<file path="src/rtl/way_hit_select_if.sv">
`default_nettype none
// ============================================================================
//  Module      : way_hit_select_if
//  Description : Lookup request/result bundle for the 4-way hit selector.
//                The master drives the request side and observes results;
//                the slave (the selector) does the reverse.
//  Revision    : 1.0  initial release
// ============================================================================
interface way_hit_select_if #(
   parameter int TAG_BITS  = 18,
   parameter int LINE_BITS = 32
);
   // request side
   logic                   i_valid;
   logic [TAG_BITS-1:0]    i_tag;
   logic [4*TAG_BITS-1:0]  i_way_tags;
   logic [3:0]             i_way_valid;
   logic [4*LINE_BITS-1:0] i_way_lines;
   // result side
   logic                   o_valid;
   logic                   o_hit;
   logic [1:0]             o_hit_way;
   logic [3:0]             o_hit_vec;
   logic [LINE_BITS-1:0]   o_line;
   logic                   o_multi_hit;

   modport master (
      output i_valid, i_tag, i_way_tags, i_way_valid, i_way_lines,
      input  o_valid, o_hit, o_hit_way, o_hit_vec, o_line, o_multi_hit
   );

   modport slave (
      input  i_valid, i_tag, i_way_tags, i_way_valid, i_way_lines,
      output o_valid, o_hit, o_hit_way, o_hit_vec, o_line, o_multi_hit
   );
endinterface
`default_nettype wire

</file>
<file path="src/rtl/way_hit_select.sv">
`default_nettype none
// ============================================================================
//  Module      : way_hit_select
//  Description : 4-way set-associative tag compare with lowest-index priority
//                select and one-cycle registered result. Result registers
//                hold their contents while no lookup is presented.
//                Optional macro WAY_HIT_SELECT_MULTI_HIT_EN enables the
//                multiple-match flag; otherwise o_multi_hit is tied to 0.
//  Revision    : 1.0  initial release
// ============================================================================
module way_hit_select #(
   parameter int TAG_BITS  = 18,
   parameter int LINE_BITS = 32
) (
   input  wire logic       clk,
   input  wire logic       rst,     // asynchronous, active-low
   way_hit_select_if.slave bus
);

   logic [3:0]           sel;
   logic                 any_hit;
   logic [1:0]           sel_idx;
   logic [LINE_BITS-1:0] sel_line;

   logic                 valid_d,   valid_q;
   logic                 hit_d,     hit_q;
   logic [1:0]           hit_way_d, hit_way_q;
   logic [3:0]           hit_vec_d, hit_vec_q;
   logic [LINE_BITS-1:0] line_d,    line_q;

   // Full-width tag compare per way, gated by the way's valid bit.
   always_comb begin
      sel = '0;
      for (int w = 0; w < 4; w++) begin
         sel[w] = bus.i_way_valid[w] &&
                  (bus.i_way_tags[w*TAG_BITS +: TAG_BITS] == bus.i_tag);
      end
   end

   // Priority encode (way 0 wins) and 4:1 line mux on the chosen index.
   always_comb begin
      any_hit = |sel;
      sel_idx = 2'd0;
      for (int w = 3; w >= 0; w--) begin
         if (sel[w]) sel_idx = w[1:0];
      end
      sel_line = '0;
      if (any_hit) begin
         case (sel_idx)
            2'd0:    sel_line = bus.i_way_lines[0*LINE_BITS +: LINE_BITS];
            2'd1:    sel_line = bus.i_way_lines[1*LINE_BITS +: LINE_BITS];
            2'd2:    sel_line = bus.i_way_lines[2*LINE_BITS +: LINE_BITS];
            default: sel_line = bus.i_way_lines[3*LINE_BITS +: LINE_BITS];
         endcase
      end
   end

   // Next-state: capture a new result on a lookup, otherwise hold.
   always_comb begin
      valid_d   = bus.i_valid;
      hit_d     = hit_q;
      hit_way_d = hit_way_q;
      hit_vec_d = hit_vec_q;
      line_d    = line_q;
      if (bus.i_valid) begin
         hit_d     = any_hit;
         hit_way_d = sel_idx;
         hit_vec_d = sel;
         line_d    = sel_line;
      end
   end

   // Result registers; reset clears them immediately, independent of clk.
   always_ff @(posedge clk or negedge rst) begin
      if (!rst) begin
         valid_q   <= 1'b0;
         hit_q     <= 1'b0;
         hit_way_q <= 2'd0;
         hit_vec_q <= 4'd0;
         line_q    <= '0;
      end else begin
         valid_q   <= valid_d;
         hit_q     <= hit_d;
         hit_way_q <= hit_way_d;
         hit_vec_q <= hit_vec_d;
         line_q    <= line_d;
      end
   end

`ifdef WAY_HIT_SELECT_MULTI_HIT_EN
   logic multi_hit_d, multi_hit_q;

   // Two or more matches: clearing the lowest set bit still leaves one.
   always_comb begin
      multi_hit_d = multi_hit_q;
      if (bus.i_valid) multi_hit_d = ((sel & (sel - 4'd1)) != 4'd0);
   end

   // Multi-hit flag register, same reset and hold behaviour as the rest.
   always_ff @(posedge clk or negedge rst) begin
      if (!rst) multi_hit_q <= 1'b0;
      else      multi_hit_q <= multi_hit_d;
   end

   assign bus.o_multi_hit = multi_hit_q;
`else
   assign bus.o_multi_hit = 1'b0;
`endif

   assign bus.o_valid   = valid_q;
   assign bus.o_hit     = hit_q;
   assign bus.o_hit_way = hit_way_q;
   assign bus.o_hit_vec = hit_vec_q;
   assign bus.o_line    = line_q;

endmodule
`default_nettype wire

</file>
<file path="src/flat_wrapper.sv">
// flat-port wrapper written by rule: the top's interface ports become plain ports
module way_hit_select_flat 
#(
   parameter int TAG_BITS  = 18,
   parameter int LINE_BITS = 32
)
  (clk, rst, bus_i_valid, bus_i_tag, bus_i_way_tags, bus_i_way_valid, bus_i_way_lines, bus_o_valid, bus_o_hit, bus_o_hit_way, bus_o_hit_vec, bus_o_line, bus_o_multi_hit);
  way_hit_select_if #(.TAG_BITS(TAG_BITS), .LINE_BITS(LINE_BITS)) bus_i ();
  input  wire logic clk;
  input  wire logic rst;
  input wire logic [$bits(bus_i.i_valid)-1:0] bus_i_valid;
  input wire logic [$bits(bus_i.i_tag)-1:0] bus_i_tag;
  input wire logic [$bits(bus_i.i_way_tags)-1:0] bus_i_way_tags;
  input wire logic [$bits(bus_i.i_way_valid)-1:0] bus_i_way_valid;
  input wire logic [$bits(bus_i.i_way_lines)-1:0] bus_i_way_lines;
  output wire logic [$bits(bus_i.o_valid)-1:0] bus_o_valid;
  output wire logic [$bits(bus_i.o_hit)-1:0] bus_o_hit;
  output wire logic [$bits(bus_i.o_hit_way)-1:0] bus_o_hit_way;
  output wire logic [$bits(bus_i.o_hit_vec)-1:0] bus_o_hit_vec;
  output wire logic [$bits(bus_i.o_line)-1:0] bus_o_line;
  output wire logic [$bits(bus_i.o_multi_hit)-1:0] bus_o_multi_hit;
  assign bus_i.i_valid = bus_i_valid;
  assign bus_i.i_tag = bus_i_tag;
  assign bus_i.i_way_tags = bus_i_way_tags;
  assign bus_i.i_way_valid = bus_i_way_valid;
  assign bus_i.i_way_lines = bus_i_way_lines;
  assign bus_o_valid = bus_i.o_valid;
  assign bus_o_hit = bus_i.o_hit;
  assign bus_o_hit_way = bus_i.o_hit_way;
  assign bus_o_hit_vec = bus_i.o_hit_vec;
  assign bus_o_line = bus_i.o_line;
  assign bus_o_multi_hit = bus_i.o_multi_hit;
  way_hit_select #(.TAG_BITS(TAG_BITS), .LINE_BITS(LINE_BITS)) u_core (.clk(clk), .rst(rst), .bus(bus_i));
endmodule
</file>
<file path="config.mk">
export PLATFORM = sky130hd
export DESIGN_NAME = way_hit_select_flat
export DESIGN_NICKNAME = d
export VERILOG_FILES = /design/src/rtl/way_hit_select_if.sv /design/src/rtl/way_hit_select.sv /design/src/flat_wrapper.sv
export SDC_FILE = /design/constraint.sdc
export NUM_CORES = 1
export LEC_CHECK = 0
export CAP_MARGIN = 20
export CELL_PAD_IN_SITES_DETAIL_PLACEMENT = 1
export CELL_PAD_IN_SITES_GLOBAL_PLACEMENT = 2
export CORE_MARGIN = 3
export CORE_UTILIZATION = 17
export CTS_BUF_LIST = sky130_fd_sc_hd__clkbuf_16
export CTS_CLUSTER_DIAMETER = 100
export DETAILED_ROUTE_END_ITERATION = 8
export PLACE_DENSITY = 0.92
export SLEW_MARGIN = 5
export SYNTH_ARGS = -nofsm -noshare
export SYNTH_HDL_FRONTEND = slang
export SYNTH_SLANG_ARGS = --single-unit
</file>
<file path="constraint.sdc">
create_clock -name clk -period 1.4 [get_ports clk]
set_clock_uncertainty 0.2 [all_clocks]
set_input_delay 0.28 -clock clk [delete_from_list [all_inputs] [get_ports clk]]
set_output_delay 0.28 -clock clk [all_outputs]
set_load 0.01 [all_outputs]
</file>
# --- Word level (Yosys, flattened, before mapping) ---
# Cells that the tools add are included.
# W data, S select, Z words.
totals:
  reg_bits: 40
  output_inout_bits: 41
  inputBits: 225
classes:
  n_reduce_logical: 6
  n_eq_ne: 6
  muxes: 6
op_table:
  columns: ["cell", "n"]
  rows:
  - ["$pmux W32 S3", 1]
  - ["$eq A18 B18 Y1", 4]
  - ["$mux W32", 1]
  - ["$mux W2", 4]
  - ["$logic_and A1 B1 Y1", 4]
  - ["$reduce_or A4 Y1", 1]
  - ["$eq A2 B1 Y1 const B", 1]
  - ["$eq A2 B2 Y1 const B", 1]
  - ["$logic_not A2 Y1", 1]

# --- Logic depth before layout (Yosys ltp) ---
# Gate-level depths: netlist of the first run.
depth:
  ltp_word: 9
  mapped_depth: 9
  mapped_depth_nobuf: 7

# --- Worst setup path after synthesis of the first run ---
# OpenSTA, ideal clock, no wires.
synth_path:
  path_type: "input to register"
  from: "input port bus_i_way_tags[54]"
  to: "register u_core.line_q[10], in the netlist u_core.bus.o_line[10]"
  required_ns: 1.066
  path_buffers: 1
  slack_ns: -0.812
  arrival_ns: 1.878
  path_stages: 8
  setup_ns: 0.134
  path_cell_list: "xnor2_1 > nand4_1 > nor4b_1 > and4_1 > or4b_4 > clkbuf_1 > o21ai_0 > a32oi_1"
synth_between:
  elab_chain_len: 9
synth_rtl:
  columns: ["element", "line_no", "text"]
  rows:
  - ["from (decl)", "flat_wrapper.sv:13", "input wire logic [$bits(bus_i.i_way_tags)-1:0] bus_i_way_tags;"]
  - ["$eq A18 B18 Y1 *", "way_hit_select.sv:36", "(bus.i_way_tags[w*TAG_BITS +: TAG_BITS] == bus.i_tag);"]
  - ["$logic_and A1 B1 Y1 *", "way_hit_select.sv:35", "sel[w] = bus.i_way_valid[w] &&"]
  - ["$mux W2 (4 in series)", "way_hit_select.sv:45", "if (sel[w]) sel_idx = w[1:0];"]
  - ["$eq A2 B2 Y1, or another cell as far along", "way_hit_select.sv:49", "case (sel_idx)"]
  - ["$pmux W32 S3", "way_hit_select.sv:49", null]
  - ["$mux W32 *", "way_hit_select.sv:48", "if (any_hit) begin"]
  - ["to (signal assigned)", "way_hit_select.sv:86", "line_q <= line_d;"]
  - ["to (decl)", "way_hit_select.sv:29", "logic [LINE_BITS-1:0] line_d, line_q;"]
# Every way passes the cells marked *; elsewhere a longest branch is shown, timed or not.
# A chain may end at the register's enable or synchronous reset.

# --- Worst setup path in the final report of the first run ---
layout_path:
  from: "input port bus_i_way_tags[70]"
  to: "register u_core.line_q[3], in the netlist u_core.bus.o_line[3]"
# Same word-level chain as after synthesis.

==> metrics.cfg, run 1 <==
[yosys]
synth_flop_cell=dfrtp_1
muxShareOfSynthArea_pct=1.682
synthSimpleGateAreaFrac_pct=18.42
synthCells=402
synth.cells.most_frequent=nand2_1, xnor2_1, dfrtp_1
avgSynthCellArea_um2=8.329
synth.distinct_cells=39
ys_seq_area_share_pct=29.90
ys_ff_latch=40
synth_adder_area_share_pct=0
synthXorXnorAreaFrac_pct=18.83
synth_fp_nets=627
netlist_area_mm2=0.003348
synth_area_leaders=dfrtp_1, xnor2_1, a32oi_1
yosys.area.top_type_share_pct=29.90
synth_compound_area_share_pct=27.02
synth_top_area_cell=dfrtp_1
yosysWarnings=0
async_flop_share_pct=100.0
synth_edf_count=0
synth_top_family_by_area=compound AO/OA/AOI/OAI gates
yosys.cell_count.top_type=nand2_1

[cts]
clock_sinks=40
clk_pin_slew_ns=0.06
htree_levels=2
clock_latency_ns=0.28
tritoncts=built
root_buffer=clkbuf_16
numCtsBuffers=5
clk_path_buf_depth=2

[worst_hold_path]
holdCritPathClass=reg -> reg

[route]
routed_wl_um=23900
dr.pass1.iters=6
vias=4925
viasPerCell=4.704
antenna_left=0
drcViolationCount=0
wl_per_cell_um=22.82
drt_iter0_drc=159

[global_routing]
grt_max_degree=41
grt_pass1_wl_um=33870
antenna_found_initial=1
grt_pass1_vias=5811
grt_use_total_pct=20.38
grt-ovfl-total=0

[critical_path]
crit_path_max_fanout=6
critPathKind=in -> reg
required_ns=1.36
start_kind=primary input
cp-end-kind=flip-flop
worst-endpoint-arrival_ns=2.30

[final_layout]
syn2layout_area_growth_pct=152.1
nets=1011
fill_cells=2172
drive_above_1_share_pct=45.29

[timing]
slew_viol_final=0
holdWs_ns=0.2776
hold_violations=0
rsz0062_at_grt=true
setup_viol=39
setup_ws_ns=-0.9406
fmax_mhz=427.2
min_period_ns=2.341
min_period_over_period_pct=167.2

[floorplanning]
rows=50
dieArea_mm2=0.02142
initial_core_util_pct=17.61
ios=266
die_y_um=146.3
core_area_mm2=0.01902
die_width_um=146.3

[place]
numPortBuffers=264
place.gp.congestion=0.8661
post-dp-hpwl_um=15600

[outcome]
violations=setup timing
status=finished, violations left

[pwr]
p_total_uw=3895
ir_worst_vdd_uv=370.2
cellLeakagePower_uw=0.003667
p_per_area_mw_per_mm2=461.4

[flow_run]
cap_violations=0

cell families after synthesis:
logic type	after synthesis
other cells	1
compound gates	134
buf+inv	25
mux	5
flops	40
xor+xnor	72
simple gates	125
worst paths after layout:
kind / start / endpoint / slack, ns / cells after the start
max: bus_i_way_tags[70] / u_core.bus.o_line[3] / -0.94 / 10
min: u_core.bus.o_hit / u_core.bus.o_hit / 0.28 / 1
max reg2reg: u_core.bus.o_line[9] / u_core.bus.o_line[9] / 0.19 / 4
min reg2reg: u_core.bus.o_hit / u_core.bus.o_hit / 0.28 / 1
max in group asynchronous: rst / u_core.bus.o_line[14] / 0.47 / 3
min in group asynchronous: rst / u_core.bus.o_line[0] / 0.30 / 3
cell type report:
| type | instances | area, µm² | area share, % |
|---|---|---|---|
| Timing Repair Buffer | 401 | 3851 | 45.62 |
| Multi-Input combinational cell | 337 | 3126 | 37.02 |
| Sequential cell | 40 | 1001 | 11.86 |
| Inverter | 1 | 3.754 | 0.04446 |
| Clock inverter | 2 | 7.507 | 0.08893 |
| Clock buffer | 5 | 125.1 | 1.482 |
| Tap cell | 260 | 325.3 | 3.854 |
| Antenna cell | 1 | 2.502 | 0.02964 |
sequential cells by signal, summed over array words and instances (netlist names):
| name | cells |
|---|---|
| u_core.bus.o_hit | 1 |
| u_core.bus.o_hit_vec | 4 |
| u_core.bus.o_hit_way | 2 |
| u_core.bus.o_line | 32 |
| u_core.bus.o_valid | 1 |
power breakdown:
part / internal [µW] / switching (µW) / total [µW]
registers: 1160 / 0.315 / 1160
clock network: 640 / 488 / 1130
logic: 965 / 645 / 1610
per-layer routing:
layer,routed length (µm),vias to the layer above,track usage (%)
li1,-,2225,-
met1,8737,2424,21.56
met2,12780,234,37.74
met3,1673,42,5.680
met4,707,0,8.702
met5,0,-,0
layout by cell type (no fill, tap or decap), types with 7 or more instances in the layout:
cell             count
xor2_4               7
o21ai_1             27
buf_12              16
buf_2               45
clkdlybuf4s15_1     10
nand2_1             65
xor2_2              15
clkbuf_2            17
a21boi_0            22
a21boi_1            10
buf_4               76
dlygate4sd2_1       29
xnor2_2             30
buf_8               14
nand4_1             21
clkdlybuf4s50_1    134
xnor2_4              7
o21ai_2             36
dfrtp_1             40
a32oi_1             30
xor2_1               9
buf_6               42
dlymetal6s2s_1       9
repair_timing:
item | 4_1_cts | 5_1_grt
pin swaps | 74 | 47
endpoints found under the hold margin | 40 | 0
setup endpoints to repair | 79 | 58
hold buffers | 1 | 0
gates cloned | 7 | 2
buffers inserted | 42 | 19
resized for setup | 509 | 147
through the flow:
step           util [%]  TNS, ns  worst slack [ns]  cells  cell area, µm²
6_report          44.39   -33.10           -0.9406   1047            8442
5_1_grt           44.39   -36.18            -1.023   1047            8442
4_1_cts           42.47   -32.96           -0.9615   1035            8078
3_5_place_dp      36.39   -65.77            -1.844    981            6922
3_3_place_gp      36.39   -62.04            -1.701    981            6922
2_1_floorplan         -   -25.10           -0.7319    402            3452
critical path: stages:
cell	delay, ns
dlygate4sd2_1	0.26
xnor2_2	0.20
nand4_1	0.14
nor2_1	0.17
and4_1	0.22
or4b_4	0.53
buf_6	0.17
buf_16	0.15
o21ai_2	0.11
a32oi_1	0.07
No activity file was read; power rests on OpenSTA's default activity.
==> run 2: changes to the inputs <==
--- a/config.mk
+++ b/config.mk
@@ -5,7 +5,6 @@
 export SDC_FILE = /design/constraint.sdc
 export NUM_CORES = 1
 export LEC_CHECK = 0
-export CAP_MARGIN = 20
 export CELL_PAD_IN_SITES_DETAIL_PLACEMENT = 1
 export CELL_PAD_IN_SITES_GLOBAL_PLACEMENT = 2
 export CORE_MARGIN = 3
==> results of run 2 <==
Same layout as run 1: the final DEF is identical, and so are final timing and power.
==> run 3: changes to the inputs <==
--- a/config.mk
+++ b/config.mk
@@ -13,6 +13,7 @@
 export CTS_CLUSTER_DIAMETER = 100
 export DETAILED_ROUTE_END_ITERATION = 8
 export PLACE_DENSITY = 0.92
+export SKIP_CTS_REPAIR_TIMING = 1
 export SLEW_MARGIN = 5
 export SYNTH_ARGS = -nofsm -noshare
 export SYNTH_HDL_FRONTEND = slang
==> run 3 against run 2 <==
  * The flow still finishes with violations (setup timing)
  * Sequential share of layout area shrank 0.056 points
  * Non-clock buffer count is 31 lower
  * Die area unchanged
  * Sequential power about the same
  * Highest routed layer unchanged
  * Via count is 3.4% lower
  * Critical path depth up 2
  * Fmax decreased by 5.2%
  * Worst hold slack worse by 0.0042 ns
  * Register-to-register slack improved by 0.04 ns
==> metrics.cfg, run 3 (synthesized netlist as in run 1, its figures left out) <==
[outcome]
status=finished, violations left
violations=setup timing

[route]
antenna_left=0
wl_per_cell_um=22.35
viasPerCell=4.668
drt_iter0_drc=119
routed_wl_um=22770
dr.pass1.iters=4
vias=4757
drcViolationCount=0

[critical_path]
critPathKind=in -> reg
required_ns=1.37
critPathTopFamily=simple AND/OR/NAND/NOR gates
cp-end-kind=flip-flop
crit_buf_inv=6
start_kind=primary input
crit_path_top_delay_cell=nor4_4
critical-path-max-stage-delay_ns=0.34
cpMostUsedCell=buf_6
crit_path_max_fanout=8
path_cells=buf_8 -> buf_6 -> xor2_2 -> nor4_2 -> nand4_1 -> nor4_4 -> buf_6 -> a211oi_4 -> buf_8 -> buf_12 -> buf_6 -> mux2_4
worst-endpoint-arrival_ns=2.44

[final_layout]
final_cell_mix=clkdlybuf4s50_1, dlymetal6s2s_1, buf_4, nand2_1, dfrtp_1
drive_above_1_share_pct=34.83
final_common_cell=clkdlybuf4s50_1
largest_register_ffs=32
final_core_util_pct=44.60
syn2layout_area_growth_pct=153.3
nets=980
final_area_mm2=0.008482

[place]
place.gp.congestion=0.8661
post-dp-hpwl_um=15600
numPortBuffers=264
placed_cell_area_mm2=0.006922
pre_cts_ws_ns=-1.844

[timing]
worstMarginPinSlew_ns=0.5129
setup_viol=39
rsz0062_at_grt=true
hold_violations=0
min_period_over_period_pct=176.3
min_period_ns=2.468
slew-limit-headroom_pct=65.80
slew_viol_final=0
fmax_mhz=405.2
setup_ws_ns=-1.068

[cts]
root_buffer=clkbuf_16
tritoncts=built
clock_latency_ns=0.28
clock_sinks=40
clk_pin_slew_ns=0.06
numCtsBuffers=5
clk_path_buf_depth=2
htree_levels=2

[pwr]
cellLeakagePower_uw=0.004475
p_clk_share_pct=29.9
switching_share_pct=28.82
switchingPower_uw=1095
p_per_area_mw_per_mm2=447.9
p_seq_share_pct=30.5
p_comb_share_pct=39.7
internal_power_uw=2704
ir_worst_vdd_uv=373.2

[global_routing]
grt_max_degree=41
grt_use_total_pct=17.12
grt_pass1_vias=5122
grt_pass1_wl_um=28660
grt-ovfl-total=0
antenna_found_initial=3

[floorplanning]
dieArea_mm2=0.02142
rows=50
die_y_um=146.3
die_width_um=146.3
core_area_mm2=0.01902
initial_core_util_pct=17.61
ios=266

[flow_run]
cap_violations=0

[worst_hold_path]
holdCritPathClass=reg -> reg

[run 3: changes by cell type in the layout (fill, tap and decap cells not counted), moves of 6 or more]
cell             change
buf_2               -42
buf_4                -8
buf_6               -13
buf_8               -10
clkbuf_2             -7
clkdlybuf4s15_1     -10
clkdlybuf4s50_1      +6
dlygate4sd2_1       -29
dlymetal6s2s_1      +86
[run 3: layout make-up]
class | instances | area, µm²
inverter | 1 | 3.754
sequential | 40 | 1001
timing repair buffer | 370 | 3975
clock buffer | 5 | 125.1
antenna | 4 | 10.01
fill | 2127 | 10540
multi-input combinational | 337 | 3034
clock inverter | 2 | 7.507
tap | 260 | 325.3
[run 3: metrics by stage]
step	setup TNS, ns	std cells	hold slack, ns	total power, µW
after floorplan	-25.10	402	-0.2156	1461
after global placement	-62.04	981	0.08413	2385
final	-33.85	1019	0.2734	3799
after CTS	-65.57	988	-0.2265	3555
after detailed placement	-65.77	981	0.08808	2395
after global routing	-37.60	1018	0.3044	3974
[run 3: metal layers]
layer / global-route usage (%) / up-vias / routed length, µm
li1: - / 2172 / -
met1: 18.27 / 2320 / 8413
met2: 31.95 / 227 / 11860
met3: 4.873 / 38 / 1635
met4: 6.209 / 0 / 857
met5: 0 / - / 0
[run 3: final timing paths]
kind,startpoint,to,slack [ns],depth (start not counted)
worst min-delay path,u_core.bus.o_hit,u_core.bus.o_hit,0.27,1
min in group asynchronous,rst,u_core.bus.o_line[0],0.30,3
worst max register to register,u_core.bus.o_line[16],u_core.bus.o_line[16],0.23,3
max in group asynchronous,rst,u_core.bus.o_line[14],0.47,3
worst min register to register,u_core.bus.o_hit,u_core.bus.o_hit,0.27,1
worst max-delay path,bus_i_tag[8],u_core.bus.o_hit_way[1],-1.07,12
[run 3: power groups by stage]
stage	sequential, µW	clock (µW)	combinational [µW]
after floorplan	1180	0	281
after global placement	1180	0	1210
after detailed placement	1180	0	1220
after CTS	1160	1180	1220
after global routing	1160	1230	1590
final	1160	1130	1510
